<file path="src/rtl/ps2_pkg.sv">
// Shared PS/2 definitions: transmitter state encoding, frame layout and default timing.
package ps2_pkg;

  typedef enum logic [2:0] {
    ST_IDLE,
    ST_INHIBIT,
    ST_RTS,
    ST_SEND,
    ST_ACK,
    ST_RECOVER
  } ps2_state_e;

  // Falls 1-8 carry data, then parity, stop, and the device ACK on the last one.
  localparam int FRAME_FALLS = 11;
  localparam int PARITY_FALL = FRAME_FALLS - 2;
  localparam int STOP_FALL   = FRAME_FALLS - 1;

  localparam int DEF_INHIBIT_CYCLES = 10000;
  localparam int DEF_TIMEOUT_CYCLES = 2000000;
  localparam int DEF_TO_W           = 21;

  function automatic logic odd_parity(input logic [7:0] b);
    return ~^b;
  endfunction

endpackage

</file>
<file path="src/rtl/ps2_sync_edge.sv">
// Two-flop synchronizer for an asynchronous PS/2 pad with falling-edge detect.
// Shared with the receive path so both sides see identical edge timing.
module ps2_sync_edge (
  input  logic clk,
  input  logic rst,
  input  logic din,
  output logic sync,
  output logic fall
);

  logic meta_q, meta_d;
  logic sync_q, sync_d;
  logic prev_q, prev_d;

  always_comb begin
    meta_d = din;
    sync_d = meta_q;
    prev_d = sync_q;
  end

  // Reset to 1 so an idle (pulled-up) line never looks like a fall after reset.
  always_ff @(posedge clk or posedge rst) begin
    if (rst) begin
      meta_q <= 1'b1;
      sync_q <= 1'b1;
      prev_q <= 1'b1;
    end else begin
      meta_q <= meta_d;
      sync_q <= sync_d;
      prev_q <= prev_d;
    end
  end

  assign sync = sync_q;
  assign fall = prev_q & ~sync_q;

endmodule

</file>
<file path="src/rtl/ps2_host_tx.sv">
// PS/2 host-to-device transmitter: inhibit, request-to-send, clock out one byte
// on device clock falls, sample the ACK, then wait for the bus to go idle.
module ps2_host_tx
  import ps2_pkg::*;
#(
  parameter int INHIBIT_CYCLES = DEF_INHIBIT_CYCLES,
  parameter int TIMEOUT_CYCLES = DEF_TIMEOUT_CYCLES,
  parameter int TO_W           = DEF_TO_W
) (
  input  logic       clk,
  input  logic       rst,
  input  logic [7:0] tx_data,
  input  logic       tx_valid,
  output logic       tx_ready,
  input  logic       ps2_clk_in,
  input  logic       ps2_data_in,
  output logic       ps2_clk_oe,
  output logic       ps2_data_oe,
  output logic       busy,
  output logic       done,
  output logic       ack_err,
  output logic       timeout_err
);

  localparam logic [TO_W-1:0] INH_LAST = TO_W'(INHIBIT_CYCLES - 1);
  localparam logic [TO_W-1:0] TO_LAST  = TO_W'(TIMEOUT_CYCLES - 1);

  ps2_state_e      state_q, state_d;
  logic [TO_W-1:0] cnt_q, cnt_d;
  logic [3:0]      fall_cnt_q, fall_cnt_d;
  logic [7:0]      shift_q, shift_d;
  logic            parity_q, parity_d;
  logic            clk_oe_q, clk_oe_d;
  logic            data_oe_q, data_oe_d;
  logic            done_q, done_d;
  logic            ack_err_q, ack_err_d;
  logic            timeout_err_q, timeout_err_d;
  logic            data_meta_q, data_meta_d;
  logic            data_sync_q, data_sync_d;

  logic       clk_sync;
  logic       clk_fall;
  logic [3:0] fall_num;
  logic       in_frame;

  ps2_sync_edge u_clk_sync (
    .clk  (clk),
    .rst  (rst),
    .din  (ps2_clk_in),
    .sync (clk_sync),
    .fall (clk_fall)
  );

  assign fall_num = fall_cnt_q + 4'd1;
  assign in_frame = (state_q == ST_RTS) || (state_q == ST_SEND) ||
                    (state_q == ST_ACK) || (state_q == ST_RECOVER);

  always_comb begin
    state_d       = state_q;
    cnt_d         = cnt_q;
    fall_cnt_d    = fall_cnt_q;
    shift_d       = shift_q;
    parity_d      = parity_q;
    clk_oe_d      = clk_oe_q;
    data_oe_d     = data_oe_q;
    done_d        = 1'b0;
    ack_err_d     = 1'b0;
    timeout_err_d = 1'b0;
    data_meta_d   = ps2_data_in;
    data_sync_d   = data_meta_q;

    case (state_q)
      ST_IDLE: begin
        if (tx_valid) begin
          shift_d    = tx_data;
          parity_d   = odd_parity(tx_data);
          cnt_d      = '0;
          fall_cnt_d = '0;
          clk_oe_d   = 1'b1;
          data_oe_d  = 1'b0;
          state_d    = ST_INHIBIT;
        end
      end
      // Start bit goes out together with the clock release.
      ST_INHIBIT: begin
        if (cnt_q == INH_LAST) begin
          cnt_d     = '0;
          clk_oe_d  = 1'b0;
          data_oe_d = 1'b1;
          state_d   = ST_RTS;
        end else begin
          cnt_d = cnt_q + TO_W'(1);
        end
      end
      ST_RTS, ST_SEND: begin
        cnt_d = cnt_q + TO_W'(1);
        if (clk_fall) begin
          fall_cnt_d = fall_num;
          state_d    = ST_SEND;
          if (fall_num < 4'(PARITY_FALL)) begin
            data_oe_d = ~shift_q[0];
            shift_d   = {1'b0, shift_q[7:1]};
          end else if (fall_num == 4'(PARITY_FALL)) begin
            data_oe_d = ~parity_q;
          end else begin
            data_oe_d = 1'b0;
            state_d   = ST_ACK;
          end
        end
      end
      ST_ACK: begin
        cnt_d = cnt_q + TO_W'(1);
        if (clk_fall) begin
          fall_cnt_d = fall_num;
          if (data_sync_q) ack_err_d = 1'b1;
          else             done_d    = 1'b1;
          state_d = ST_RECOVER;
        end
      end
      ST_RECOVER: begin
        cnt_d = cnt_q + TO_W'(1);
        if (clk_sync && data_sync_q) state_d = ST_IDLE;
      end
      default: state_d = ST_IDLE;
    endcase

    // Timeout wins over any fall seen in the same cycle.
    if (in_frame && (cnt_q == TO_LAST)) begin
      state_d       = ST_IDLE;
      cnt_d         = '0;
      clk_oe_d      = 1'b0;
      data_oe_d     = 1'b0;
      done_d        = 1'b0;
      ack_err_d     = 1'b0;
      timeout_err_d = 1'b1;
    end
  end

  always_ff @(posedge clk or posedge rst) begin
    if (rst) begin
      state_q       <= ST_IDLE;
      cnt_q         <= '0;
      fall_cnt_q    <= '0;
      shift_q       <= '0;
      parity_q      <= 1'b0;
      clk_oe_q      <= 1'b0;
      data_oe_q     <= 1'b0;
      done_q        <= 1'b0;
      ack_err_q     <= 1'b0;
      timeout_err_q <= 1'b0;
      data_meta_q   <= 1'b1;
      data_sync_q   <= 1'b1;
    end else begin
      state_q       <= state_d;
      cnt_q         <= cnt_d;
      fall_cnt_q    <= fall_cnt_d;
      shift_q       <= shift_d;
      parity_q      <= parity_d;
      clk_oe_q      <= clk_oe_d;
      data_oe_q     <= data_oe_d;
      done_q        <= done_d;
      ack_err_q     <= ack_err_d;
      timeout_err_q <= timeout_err_d;
      data_meta_q   <= data_meta_d;
      data_sync_q   <= data_sync_d;
    end
  end

  assign tx_ready    = (state_q == ST_IDLE);
  assign busy        = (state_q != ST_IDLE);
  assign ps2_clk_oe  = clk_oe_q;
  assign ps2_data_oe = data_oe_q;
  assign done        = done_q;
  assign ack_err     = ack_err_q;
  assign timeout_err = timeout_err_q;

endmodule

</file>
<file path="config.mk">
export PLATFORM = sky130hd
export DESIGN_NAME = ps2_host_tx
export DESIGN_NICKNAME = d
export VERILOG_FILES = /design/src/rtl/ps2_pkg.sv /design/src/rtl/ps2_sync_edge.sv /design/src/rtl/ps2_host_tx.sv
export SDC_FILE = /design/constraint.sdc
export NUM_CORES = 1
export LEC_CHECK = 0
export CELL_PAD_IN_SITES_DETAIL_PLACEMENT = 0
export CELL_PAD_IN_SITES_GLOBAL_PLACEMENT = 2
export CORE_AREA = 2 2 90 92
export CTS_CLUSTER_SIZE = 28
export DETAILED_ROUTE_END_ITERATION = 16
export DIE_AREA = 0 0 92 94
export PLACE_DENSITY = 0.81
export SYNTH_ARGS = -nofsm -noshare
export SYNTH_HDL_FRONTEND = slang
export SYNTH_SLANG_ARGS = --single-unit
</file>
<file path="constraint.sdc">
create_clock -name clk -period 3.1 [get_ports clk]
set_input_delay 0.465 -clock clk [delete_from_list [all_inputs] [get_ports clk]]
set_output_delay 0.465 -clock clk [all_outputs]
set_load 0.005 [all_outputs]
</file>
* Word level (Yosys, flattened, before mapping) *
Index checks and enable logic that the tools add are counted.

storage, ports and cells
  logic and storage cells = 102
  register bits = 47
  bits of input ports = 13

cells by class
  reductions and logical operators = 23
  muxes and demuxes = 40
  order comparisons = 1
  bitwise gates (word level) = 4
  add/sub/neg operators = 2
  equal/unequal tests = 17

operators with widths
  operator                                                                 count
  21-bit 2-to-1 mux                                                        3
  21-bit case mux with 3 select lines                                      1
  3-bit 2-to-1 mux                                                         8
  8-bit 2-to-1 mux                                                         3
  21-bit by 1-bit adder with 21-bit output, second input constant          1
  21-bit by 14-bit equality test with 1-bit output, second input constant  1
  21-bit equality test, second input constant                              1
  1-bit 2-to-1 mux                                                         18
  8-bit case mux with 2 select lines                                       1
  3-bit case mux with 5 select lines                                       1
  4-bit 2-to-1 mux                                                         2
  4-bit case mux with 2 select lines                                       1
  4-bit AND reduction                                                      2
  4-bit nonzero test                                                       2
  8-bit XNOR reduction                                                     1
  3-bit by 2-bit equality test with 1-bit output, second input constant    2
  3-bit equality test, second input constant                               2
  2-bit != test, second input constant                                     3
  3-bit by 2-bit != test with 1-bit output, second input constant          2
  3-bit != test, second input constant                                     2
  3-bit AND reduction                                                      2
  3-bit nonzero test                                                       2
  5-bit AND reduction                                                      1
  4-bit by 1-bit adder with 4-bit output, second input constant            1
  other kinds (17)                                                         24

* Depth between registers and ports, before layout *
Gate-level depths: netlist of the first run.

  depth after elaboration = 7
  gate-level depth with buffers = 10

* Modules after synthesis *
From an unflattened synthesis of the first run, not the netlist that was laid out.

second synthesis, totals
  cell total of the unflattened synthesis = 290
  area, all modules = 2720.1 sq um

modules (own cells, without submodules)
  module         cells an instance  instances  seq. area each (sq um)  area an instance (sq um)
  ps2_host_tx    285                1          1103.6                  2623.8
  ps2_sync_edge  5                  1          78.8                    96.3

* Worst setup path after synthesis of the first run *
No wires, ideal clock.

  path type = reg-to-reg
  start point = register state_q[2]
  end point = register cnt_q[11]
  arrival time = 2.145 ns
  path buffers = 1
  slack = 0.877 ns
  stages on the path, launching flop included = 9
  period minus slack after synthesis = 2.223 ns
  library setup time = 0.077 ns
  cells stage by stage = dfrtp_1 buf_2 inv_1 ha_1 inv_1 a2111oi_4 a21oi_2 or4_1 a21oi_1

between the ends
  longest elaborated chain between the ends = 7

RTL lines
  element                                                                                          line                                  text
  start, declared                                                                                  ps2_host_tx.sv:28                     ps2_state_e state_q, state_d;
  start signal, assigned                                                                           ps2_host_tx.sv:154                    state_q <= state_d;
  3-bit by 2-bit equality test with 1-bit output                                                   ps2_host_tx.sv:55, ps2_host_tx.sv:72
  1-bit logical OR (2 in series)                                                                   ps2_host_tx.sv:55                     assign in_frame = (state_q == ST_RTS) || (state_q == ST_SEND) ||
  1-bit logical OR                                                                                 ps2_host_tx.sv:56                     (state_q == ST_ACK) || (state_q == ST_RECOVER);
  1-bit logical AND                                                                                ps2_host_tx.sv:128                    if (in_frame && (cnt_q == TO_LAST)) begin
  3-bit by 2-bit != test with 1-bit output (no line) / 4-bit nonzero test (equally long branches)  --
  2-bit AND reduction (no line)                                                                    --
  end signal, assigned                                                                             ps2_host_tx.sv:155                    cnt_q <= cnt_d;
  end, declared                                                                                    ps2_host_tx.sv:29                     logic [TO_W-1:0] cnt_q, cnt_d;

Several ways; a longest one is shown, not always the timed one.
A chain may end at the register's enable or synchronous reset.

* Final worst setup path of the first run *
  start point = register state_q[2]
  end point = register cnt_q[5]

Same word-level chain as after synthesis.

==> results of run 1 <==
synth_stat cells, drive strengths merged (8+ instances only):
library cell and count:
buf 10, mux2 16, a21oi 22, inv 15
nor2 16, dfrtp 42, nand4 10, nand2 26
nand3 16, xnor2 8, o21ai 13, o31ai 10
stage by stage:
step	instance area [sq um]	setup WS, ns	cells	hold slack (ns)	utilization
2_1_floorplan	2870	0.877	299	0.345	-
3_3_place_gp	3160	0.548	412	0.345	0.415
3_5_place_dp	3160	0.523	412	0.347	0.415
4_1_cts	3240	0.512	420	0.354	0.425
5_1_grt	3240	0.369	420	0.360	0.425
6_report	3240	0.481	420	0.354	0.425
state kept, by name (all words and copies together) (netlist names):
signal             count
cnt_q                 21
shift_q                8
fall_cnt_q             4
state_q                3
ack_err                1
data_meta_q            1
data_sync_q            1
done                   1
parity_q               1
ps2_clk_oe             1
ps2_data_oe            1
timeout_err            1
u_clk_sync.meta_q      1
u_clk_sync.prev_q      1
u_clk_sync.sync        1
cell families (layout without fill, tap and decap cells):
family	Yosys count	in the layout	share of synthesized area
simple gates	124	124	0.260
flops	47	47	0.411
fa+ha+maj	6	6	0.0261
mux	21	21	0.0801
compound gates	64	64	0.150
xor+xnor	9	9	0.0274
buf+inv	28	47	0.0453
placed cells by master (no fill, tap or decap), types with 3 or more instances in the layout:
cell type / n
nand4_1: 10
dfrtp_1: 42
or3_1: 6
mux2i_1: 5
inv_1: 14
clkbuf_8: 5
o31ai_1: 10
nor2_1: 15
nor4_1: 5
ha_1: 6
nand2b_1: 4
a21oi_1: 20
or4_1: 6
buf_4: 5
mux2_2: 9
nor3_1: 6
mux2_1: 7
nand3_1: 16
nand4b_1: 3
nand2_1: 26
xnor2_1: 8
o21ai_0: 13
nor4b_1: 3
dfstp_2: 5
clkdlybuf4s50_1: 19
where the power goes:
part	total, mW	leakage [nW]	switching, mW	internal (mW)
clock network	0.359	0.0422	0.200	0.159
logic	1.00	0.598	0.551	0.449
registers	0.867	0.604	0.128	0.739
worst min-delay path by stage:
stage,from,endpoint,cells past startpoint
2_1_floorplan,data_meta_q$_DFF_PP1_,data_sync_q$_DFF_PP1_,0
3_3_place_gp,data_meta_q$_DFF_PP1_,data_sync_q$_DFF_PP1_,0
3_5_place_dp,data_meta_q$_DFF_PP1_,data_sync_q$_DFF_PP1_,0
4_1_cts,data_meta_q$_DFF_PP1_,data_sync_q$_DFF_PP1_,0
5_1_grt,data_meta_q$_DFF_PP1_,data_sync_q$_DFF_PP1_,0
6_report,data_meta_q$_DFF_PP1_,data_sync_q$_DFF_PP1_,0
layer usage:
layer	part of all wire	track usage
met5	0	0
met4	0.0057	0.0473
met3	0.031	0.0265
met2	0.48	0.286
met1	0.48	0.226
cell type report:
cell class	count	area, sq um
fillers	776	4370
clock inverters	1	5.00
repair buffers	24	228
inverters	15	56.3
multi-input cells	224	1560
clock buffers	7	76.3
flip-flops and latches	47	1180
well taps	102	128
critical path: cells and delay by family, from the launching register on:
kind                       cells  cell delay, ns
and+or+nand+nor                2            0.73
buffers and inverters          1            0.23
adders and majority gates      1            0.33
DFF                            1            0.56
AOI/OAI and AO/OA              3            0.68
==> summary.txt, run 1 <==
Yosys
  – Synth Flop Type: dfrtp_1
  – Cell variety after synth: 60
  – Yosys top cell by area: dfrtp_1
  – Synthesized area: 2870 sq um
  – Register area share after synthesis: 0.411
  – Yosys top cell area share: 0.366
  – Ys async rst share: 1.00
  – Post-synth EDFFs: 0
  – Synth area leaders: dfrtp_1 (37%), dfstp_2 (4.6%), mux2_2 (3.5%), a21oi_1 (3.5%), nand2_1 (3.4%)
  – Post-synthesis cell count: 299
  – Syn_area_per_cell: 9.61 sq um
  – Seq cells post-synth: 47
  – YS warnings: 0
  – Syn Nets: 318

Floorplan
  – Io pins: 20
  – Row cnt: 32
  – Core footprint: 7610 sq um
  – DIE HEIGHT: 94 um
  – Die Span X: 92 um
  – Die area: 8650 sq um
  – Initial Util: 0.378

STA
  – Total negative setup slack: 0 ns
  – Tcrit/Tclk final: 0.845
  – Worst Max-Slew Pin Slew: 0.975 ns
  – Max Slew Vio Count: 0
  – Setup Skew: 0.00488 ns
  – RSZ-0062 raised after global routing: false
  – Final setup violation count: 0
  – Rel. slew slack: 0.349
  – Highest clock rate: 0.382 GHz
  – Final Hold Fails: 0
  – Clock period minus worst slack: 2.62 ns

Outcome
  – Status: finished clean

Layout
  – Antenna Cells: 0
  – # nets final: 336
  – Area growth syn-to-layout: 12.6%
  – Share of layout cells above drive strength 1: 0.129

Route
  – Via/cell ratio: 5.62
  – 1st-iter DRT viols: 94
  – Final wirelength: 6730 um
  – Post-route ant nets: 0
  – DRC errors left: 0
  – Routed len/inst: 16.0 um
  – Via count: 2,361
  – First-pass DRT Iterations: 4

Worst setup path
  – Worst R2R End: cnt_q[5]$_DFFE_PP0P_
  – R2r worst-path depth: 7
  – Crit-path max FO: 16
  – CP peak stage delay: 0.56 ns
  – Setup Crit Path Kind: flip-flop to flip-flop
  – Crit path DAT: 2.84 ns
  – Internal reg-to-reg setup slack: 0.48 ns
  – Max stage delay cell, worst path: dfrtp_1
  – Worst Path Required: 3.33 ns
  – Setup crit end kind: flip-flop
  – Startpoint types: flip-flop
  – Worst Setup EP: cnt_q[5]$_DFFE_PP0P_
  – Critical path startpoint: state_q[2]$_DFFE_PP0P_
  – Worst r2r src: state_q[2]$_DFFE_PP0P_
  – Worst path cell trace: ha_1 > or3b_4 > a2111oi_4 > a21oi_2 > buf_4 > or3_1 > a21oi_1

Clocking
  – Hold buffers post-CTS: 0
  – Root buffer cell: clkbuf_8
  – Post-cts sizing count: 0
  – Post-CTS setup buffers: 0
  – Clk_lat worst skew: 0.29 ns
  – CTS tree: done
  – Worst-path clk slew: 0.09 ns
  – H-tree Lvls: 2
  – Num CTS Buffers: 5
  – CTS Sinks: 47
  – Worst-case clock buffer depth: 2

Placed design
  – DP HPWL: 4810 um
  – # port buffers: 19
  – GP Congestion: 0.784

GRT
  – Initial antenna violation count: 0
  – Global-route wire length before repair: 11,900 um
  – GRT overflow: 0
  – Vias in the first global route: 2,430
  – GRT Total Usage: 0.169
  – Largest net degree at the start of global routing: 46

Power and ir drop
  – Pwr/cell area: 688 nW/um^2
  – Total power: 2.23 mW
  – Peak VDD IR: 187 uV
  – Leak: 1.24 nW

Flow run
  – MaxCap Viol Count: 0

Min path
  – Hold Crit Class: flip-flop to flip-flop
(Power assumes the default switching activity.)
==> run 2: changes to the inputs <==
- clock period: 3.1 -> 2.64 ns (I/O delays scaled with it)
==> summary.txt, run 2 (synthesis gave the netlist of run 1 again) <==
Layout
  – Finished layout cell area: 3360 sq um (+3.7%)
  – Share of layout cells above drive strength 1: 0.164 (+0.0352)
  – Top Registers: cnt_q x21, shift_q x8, fall_cnt_q x4
  – Largest register FFs: 21 (unchanged)
  – Biggest register: cnt_q
  – Commonest non-fill, non-tap cell in the layout: dfrtp_1
  – # nets final: 347 (+3.3%)
  – Non-Filler Instances: 431 (+2.6%)
  – Area growth syn-to-layout: 16.8%
  – Fill count: 724 (-6.7%)
  – Leading cell types in the layout, fill and taps excluded: dfrtp_1 (42), nand2_1 (26), a21oi_1 (20), clkdlybuf4s50_1 (19)
  – Antenna Cells: 0 (unchanged)

Min path
  – Hold_sp: data_meta_q$_DFF_PP1_
  – Hold Crit Class: flip-flop to flip-flop
  – Worst hold stages: 0 (unchanged)
  – Hold-critical path endpoint: data_sync_q$_DFF_PP1_

Clocking
  – Worst-case clock buffer depth: 2 (unchanged)
  – Worst-path clk slew: 0.09 ns (about the same)
  – Num CTS Buffers: 5 (unchanged)
  – Clk_lat worst skew: 0.30 ns (about the same)
  – CTS Sinks: 47 (unchanged)
  – CTS tree: done
  – H-tree Lvls: 2 (unchanged)
  – Root buffer cell: clkbuf_8
  – Post-CTS setup buffers: 0 (unchanged)
  – Post-cts sizing count: 0 (unchanged)
  – Hold buffers post-CTS: 0 (unchanged)

Route
  – First-pass DRT Iterations: 4 (unchanged)
  – 1st-iter DRT viols: 138 (+47%)
  – DRC errors left: 0 (unchanged)
  – Routed len/inst: 15.6 um (-2.7%)
  – Via/cell ratio: 5.48 (-2.4%)
  – Via count: 2,364 (+0.13%)
  – Final wirelength: 6720 um (-0.12%)
  – Post-route ant nets: 0 (unchanged)

Floorplan
  – Row cnt: 32 (unchanged)
  – Core footprint: 7610 sq um (unchanged)
  – Die Span X: 92 um (unchanged)
  – Io pins: 20 (unchanged)
  – Die area: 8650 sq um (unchanged)
  – Initial Util: 0.378 (unchanged)
  – DIE HEIGHT: 94 um (unchanged)

Power and ir drop
  – Leak: 1.32 nW (+5.8%)
  – Pwr/cell area: 840 nW/um^2 (+22%)
  – Peak VDD IR: 300 uV (+61%)

STA
  – Final setup margin: 0.243 ns (-0.239 ns)
  – Rel. slew slack: 0.619 (+0.270)
  – Highest clock rate: 0.417 GHz (+9.2%)
  – Final setup violation count: 0 (unchanged)
  – Total negative setup slack: 0 ns (unchanged)
  – RSZ-0062 raised after global routing: false
  – Tcrit/Tclk final: 0.908 (+0.0633)
  – Worst Max-Slew Pin Slew: 0.566 ns (-0.409 ns)
  – Setup Skew: 0.00267 ns (-0.00220 ns)
  – Max Slew Vio Count: 0 (unchanged)
  – Final Hold Fails: 0 (unchanged)
  – Clock period minus worst slack: 2.40 ns (-0.221 ns)

Placed design
  – GP Congestion: 0.771 (-1.6%)
  – # port buffers: 19 (unchanged)
  – DP Cell Count: 423 (+2.7%)
  – Dpl cell area: 3240 sq um (+2.6%)
  – DP HPWL: 5000 um (+4.1%)
  – Pre-CTS setup slack: 0.252 ns (-0.271 ns)

GRT
  – Initial antenna violation count: 0 (unchanged)
  – GRT met2 Usage: 0.265 (-0.0214)
  – GRT Total Usage: 0.168 (-0.00138)
  – Global-route wire length before repair: 11,700 um (-1.3%)
  – Vias in the first global route: 2,328 (-4.2%)
  – Busiest grt layer: met2
  – GR met1 Demand/Resource: 0.236 (+0.00963)
  – Largest net degree at the start of global routing: 26 (-43%)
  – GRT overflow: 0 (unchanged)
  – Grt met3 use: 0.0281 (+0.00161)

Worst setup path
  – Setup Crit Path Kind: flip-flop to flip-flop
  – Internal reg-to-reg setup slack: 0.24 ns (-0.24 ns)
  – Setup crit end kind: flip-flop
  – Crit path DAT: 2.63 ns (-0.21 ns)
  – Worst r2r src: state_q[2]$_DFFE_PP0P_
  – Worst R2R End: cnt_q[3]$_DFFE_PP0P_
  – Crit-path max FO: 11 (-5)
  – R2r worst-path depth: 7 (unchanged)
  – Worst Path Required: 2.87 ns (-0.46 ns)
  – Startpoint types: flip-flop

Flow run
  – MaxCap Viol Count: 0 (unchanged)

Outcome
  – Status: finished clean
==> run 2: changes by cell type in the layout (fill, tap and decap cells not counted), sizes merged <==
| cell | change |
|---|---|
| buf | +11 |
| bufinv | +1 |
| clkbuf | -1 |
==> run 2: power breakdown <==
group	leakage (nW)	total [mW]	internal (mW)	switching (mW)
Clock	0.0612	0.553	0.307	0.246
Combinational	0.651	1.27	0.587	0.685
Sequential	0.604	0.993	0.869	0.124
Total	1.32	2.82	1.76	1.06
==> run 2: worst max-delay path by stage <==
stage | slack (ns) | from | endpoint | cells after the start
floorplan | 0.42 | state_q[2]$_DFFE_PP0P_ | cnt_q[11]$_DFFE_PP0P_ | 8
global route | 0.14 | state_q[1]$_DFFE_PP0P_ | tx_ready | 5
finish | 0.24 | state_q[2]$_DFFE_PP0P_ | cnt_q[3]$_DFFE_PP0P_ | 7
CTS | 0.25 | state_q[2]$_DFFE_PP0P_ | cnt_q[3]$_DFFE_PP0P_ | 7
global placement | 0.34 | state_q[2]$_DFFE_PP0P_ | cnt_q[5]$_DFFE_PP0P_ | 7
detailed placement | 0.25 | state_q[2]$_DFFE_PP0P_ | cnt_q[3]$_DFFE_PP0P_ | 7
==> run 2: per-layer routing <==
layer  wire length (um)  vias to the layer above
li1                   -                     1169
met1               3330                     1146
met2               3110                       41
met3                203                        8
met4                 78                        0
met5                  0                        -
==> run 2: worst max-delay path: stages (launching register included) <==
cell	delay, ns
dfrtp_1	0.46
ha_1	0.26
or3b_4	0.39
a2111oi_4	0.29
a21oi_2	0.22
buf_4	0.22
or3_1	0.34
a21oi_1	0.14
==> run 2: area by class of cell <==
class                           count  area, sq um  share of cell area
Clock buffer                        6         82.6              0.0246
Inverter                           15         56.3              0.0168
Sequential cell                    47         1180               0.352
Multi-Input combinational cell    224         1560               0.465
Clock inverter                      2         35.0              0.0104
Timing Repair Buffer               35          310              0.0925
Tap cell                          102          128              0.0380
==> run 2: stage by stage <==
| stage | hold slack [ns] | power (mW) | utilization |
|---|---|---|---|
| 2_1_floorplan | 0.345 | 1.88 | - |
| 3_3_place_gp | 0.347 | 2.29 | 0.426 |
| 3_5_place_dp | 0.348 | 2.28 | 0.426 |
| 4_1_cts | 0.361 | 2.85 | 0.441 |
| 5_1_grt | 0.363 | 3.05 | 0.441 |
| 6_report | 0.360 | 2.82 | 0.441 |
==> run 3: changes to the inputs <==
- CAP_MARGIN: default -> 10
- CORE_AREA: 2 2 90 92 -> 2 2 69 121
- CTS_CLUSTER_SIZE: 28 -> 24
- DIE_AREA: 0 0 92 94 -> 0 0 71 123
- PLACE_DENSITY: 0.81 -> 0.8
==> summary.txt, run 3 (synthesis gave the netlist of run 1 again) <==
GRT
  – Largest net degree at the start of global routing: 23 (-12%)
  – Global-route wire length before repair: 12,900 um (+9.6%)
  – GRT Total Usage: 0.190 (+0.0224)
  – Vias in the first global route: 2,515 (+8.0%)
  – Initial antenna violation count: 0 (unchanged)
  – GRT overflow: 0 (unchanged)

Worst setup path
  – Worst Path Required: 2.24 ns (-0.63 ns)
  – Setup crit end kind: output pin
  – Crit-path max FO: 6 (-5)
  – Crit path DAT: 2.10 ns (-0.53 ns)
  – Setup Crit Path Kind: flip-flop to output pin
  – Startpoint types: flip-flop

Layout
  – Leading cell types in the layout, fill and taps excluded: dfrtp_1 (42), nand2_1 (26), a21oi_1 (20), buf_4 (20), clkdlybuf4s50_1 (19)
  – Non-Filler Instances: 423 (-1.9%)
  – Biggest register: cnt_q
  – # nets final: 351 (+1.2%)
  – Post-route core utilization: 0.442 (+0.000582)
  – Share of layout cells above drive strength 1: 0.174 (+0.0100)
  – Largest register FFs: 21 (unchanged)
  – Finished layout cell area: 3450 sq um (+2.7%)
  – Top Registers: cnt_q x21, shift_q x8, fall_cnt_q x4
  – Antenna Cells: 0 (unchanged)
  – Commonest non-fill, non-tap cell in the layout: dfrtp_1
  – Area growth syn-to-layout: 19.9%

Placed design
  – GP Congestion: 0.849 (+10%)
  – # port buffers: 19 (unchanged)
  – Pre-CTS setup slack: 0.289 ns (+0.0373 ns)
  – Dpl cell area: 3250 sq um (+0.46%)
  – DP HPWL: 5930 um (+19%)
  – DP Cell Count: 415 (-1.9%)

Floorplan
  – Die area: 8730 sq um (+0.98%)
  – Die Span X: 71 um (-23%)
  – Io pins: 20 (unchanged)
  – Row cnt: 43 (+34%)
  – Initial Util: 0.368 (-0.00939)
  – DIE HEIGHT: 123 um (+31%)
  – Core footprint: 7800 sq um (+2.5%)

STA
  – Final Hold Fails: 0 (unchanged)
  – Total negative setup slack: 0 ns (unchanged)
  – Final setup violation count: 0 (unchanged)
  – Tcrit/Tclk final: 0.946 (+0.0376)
  – Clock period minus worst slack: 2.50 ns (+0.0994 ns)
  – RSZ-0062 raised after global routing: false
  – Setup Skew: 0.00459 ns (+0.00192 ns)
  – Max Slew Vio Count: 0 (unchanged)
  – Final setup margin: 0.143 ns (-0.0994 ns)
  – Worst Max-Slew Pin Slew: 0.573 ns (+0.00722 ns)
  – WHS: 0.302 ns (-0.0575 ns)
  – Highest clock rate: 0.401 GHz (-4.0%)
  – Rel. slew slack: 0.615 (-0.00486)

Power and ir drop
  – Peak VDD IR: 344 uV (+15%)
  – Leak: 1.37 nW (+3.8%)
  – Total power: 3.18 mW (+13%)
  – Pwr/cell area: 922 nW/um^2 (+9.8%)

Route
  – Via/cell ratio: 5.69 (+3.7%)
  – Post-route ant nets: 0 (unchanged)
  – Via count: 2,407 (+1.8%)
  – Final wirelength: 7730 um (+15%)
  – DRC errors left: 0 (unchanged)
  – Routed len/inst: 18.3 um (+17%)
  – 1st-iter DRT viols: 112 (-19%)
  – First-pass DRT Iterations: 4 (unchanged)

Clocking
  – Root buffer cell: clkbuf_16
  – Hold buffers post-CTS: 0 (unchanged)
  – Worst-path clk slew: 0.07 ns (-0.02 ns)
  – Worst-case clock buffer depth: 2 (unchanged)
  – Clk_lat worst skew: 0.29 ns (about the same)
  – Num CTS Buffers: 5 (unchanged)
  – Post-cts sizing count: 0 (unchanged)
  – Post-CTS setup buffers: 0 (unchanged)
  – CTS tree: done
  – CTS Sinks: 47 (unchanged)
  – H-tree Lvls: 2 (unchanged)

Flow run
  – MaxCap Viol Count: 0 (unchanged)

Outcome
  – Status: finished clean

Min path
  – Hold Crit Class: primary input to async pin
==> run 3: cell types whose count changed in the layout (fill, tap and decap cells not counted) <==
| cell | previous run | this run |
|---|---|---|
| clkinvlp_4 | 0 | 1 |
| clkinv_2 | 1 | 0 |
| buf_4 | 16 | 20 |
| clkbuf_8 | 6 | 0 |
| clkbuf_16 | 0 | 5 |
| bufinv_16 | 1 | 2 |
==> run 3: report_power, final <==
group | internal [mW] | total, mW | switching, mW
registers | 0.869 | 1.00 | 0.135
clock network | 0.543 | 0.832 | 0.289
logic | 0.601 | 1.34 | 0.738
total | 2.01 | 3.18 | 1.16
==> run 3: cell type report <==
| class | count | area, sq um |
|---|---|---|
| sequential | 47 | 1180 |
| timing repair buffer | 39 | 340 |
| clock inverter | 3 | 67.6 |
| inverter | 15 | 56.3 |
| fill | 807 | 4360 |
| multi-input combinational | 224 | 1560 |
| tap | 90 | 113 |
| clock buffer | 5 | 125 |
==> run 3: critical path, stage by stage (launching register included) <==
cell and delay [ns]:
dfrtp_1 0.44, buf_4 0.19, nor2_1 0.33, nand2_1 0.25, inv_1 0.10, clkdlybuf4s50_1 0.49
==> run 3: path summary, 6_finish.rpt <==
kind,depth (start not counted),end,start,slack [ns]
setup / recovery,5,tx_ready,state_q[1]$_DFFE_PP0P_,0.14
hold / removal,2,shift_q[2]$_DFFE_PP0P_,rst,0.30
setup reg to reg,5,state_q[2]$_DFFE_PP0P_,cnt_q[11]$_DFFE_PP0P_,0.25
hold reg to reg,0,data_sync_q$_DFF_PP1_,data_meta_q$_DFF_PP1_,0.36
max in group asynchronous,3,data_meta_q$_DFF_PP1_,rst,1.78
min in group clk,0,data_sync_q$_DFF_PP1_,data_meta_q$_DFF_PP1_,0.36
==> run 3: per-layer routing <==
metal,vias up,part of all wire,GRT usage
met5,-,0,0
met4,0,0.051,0.111
met3,22,0.016,0.0236
met2,38,0.56,0.362
met1,1174,0.37,0.195
li1,1173,-,-
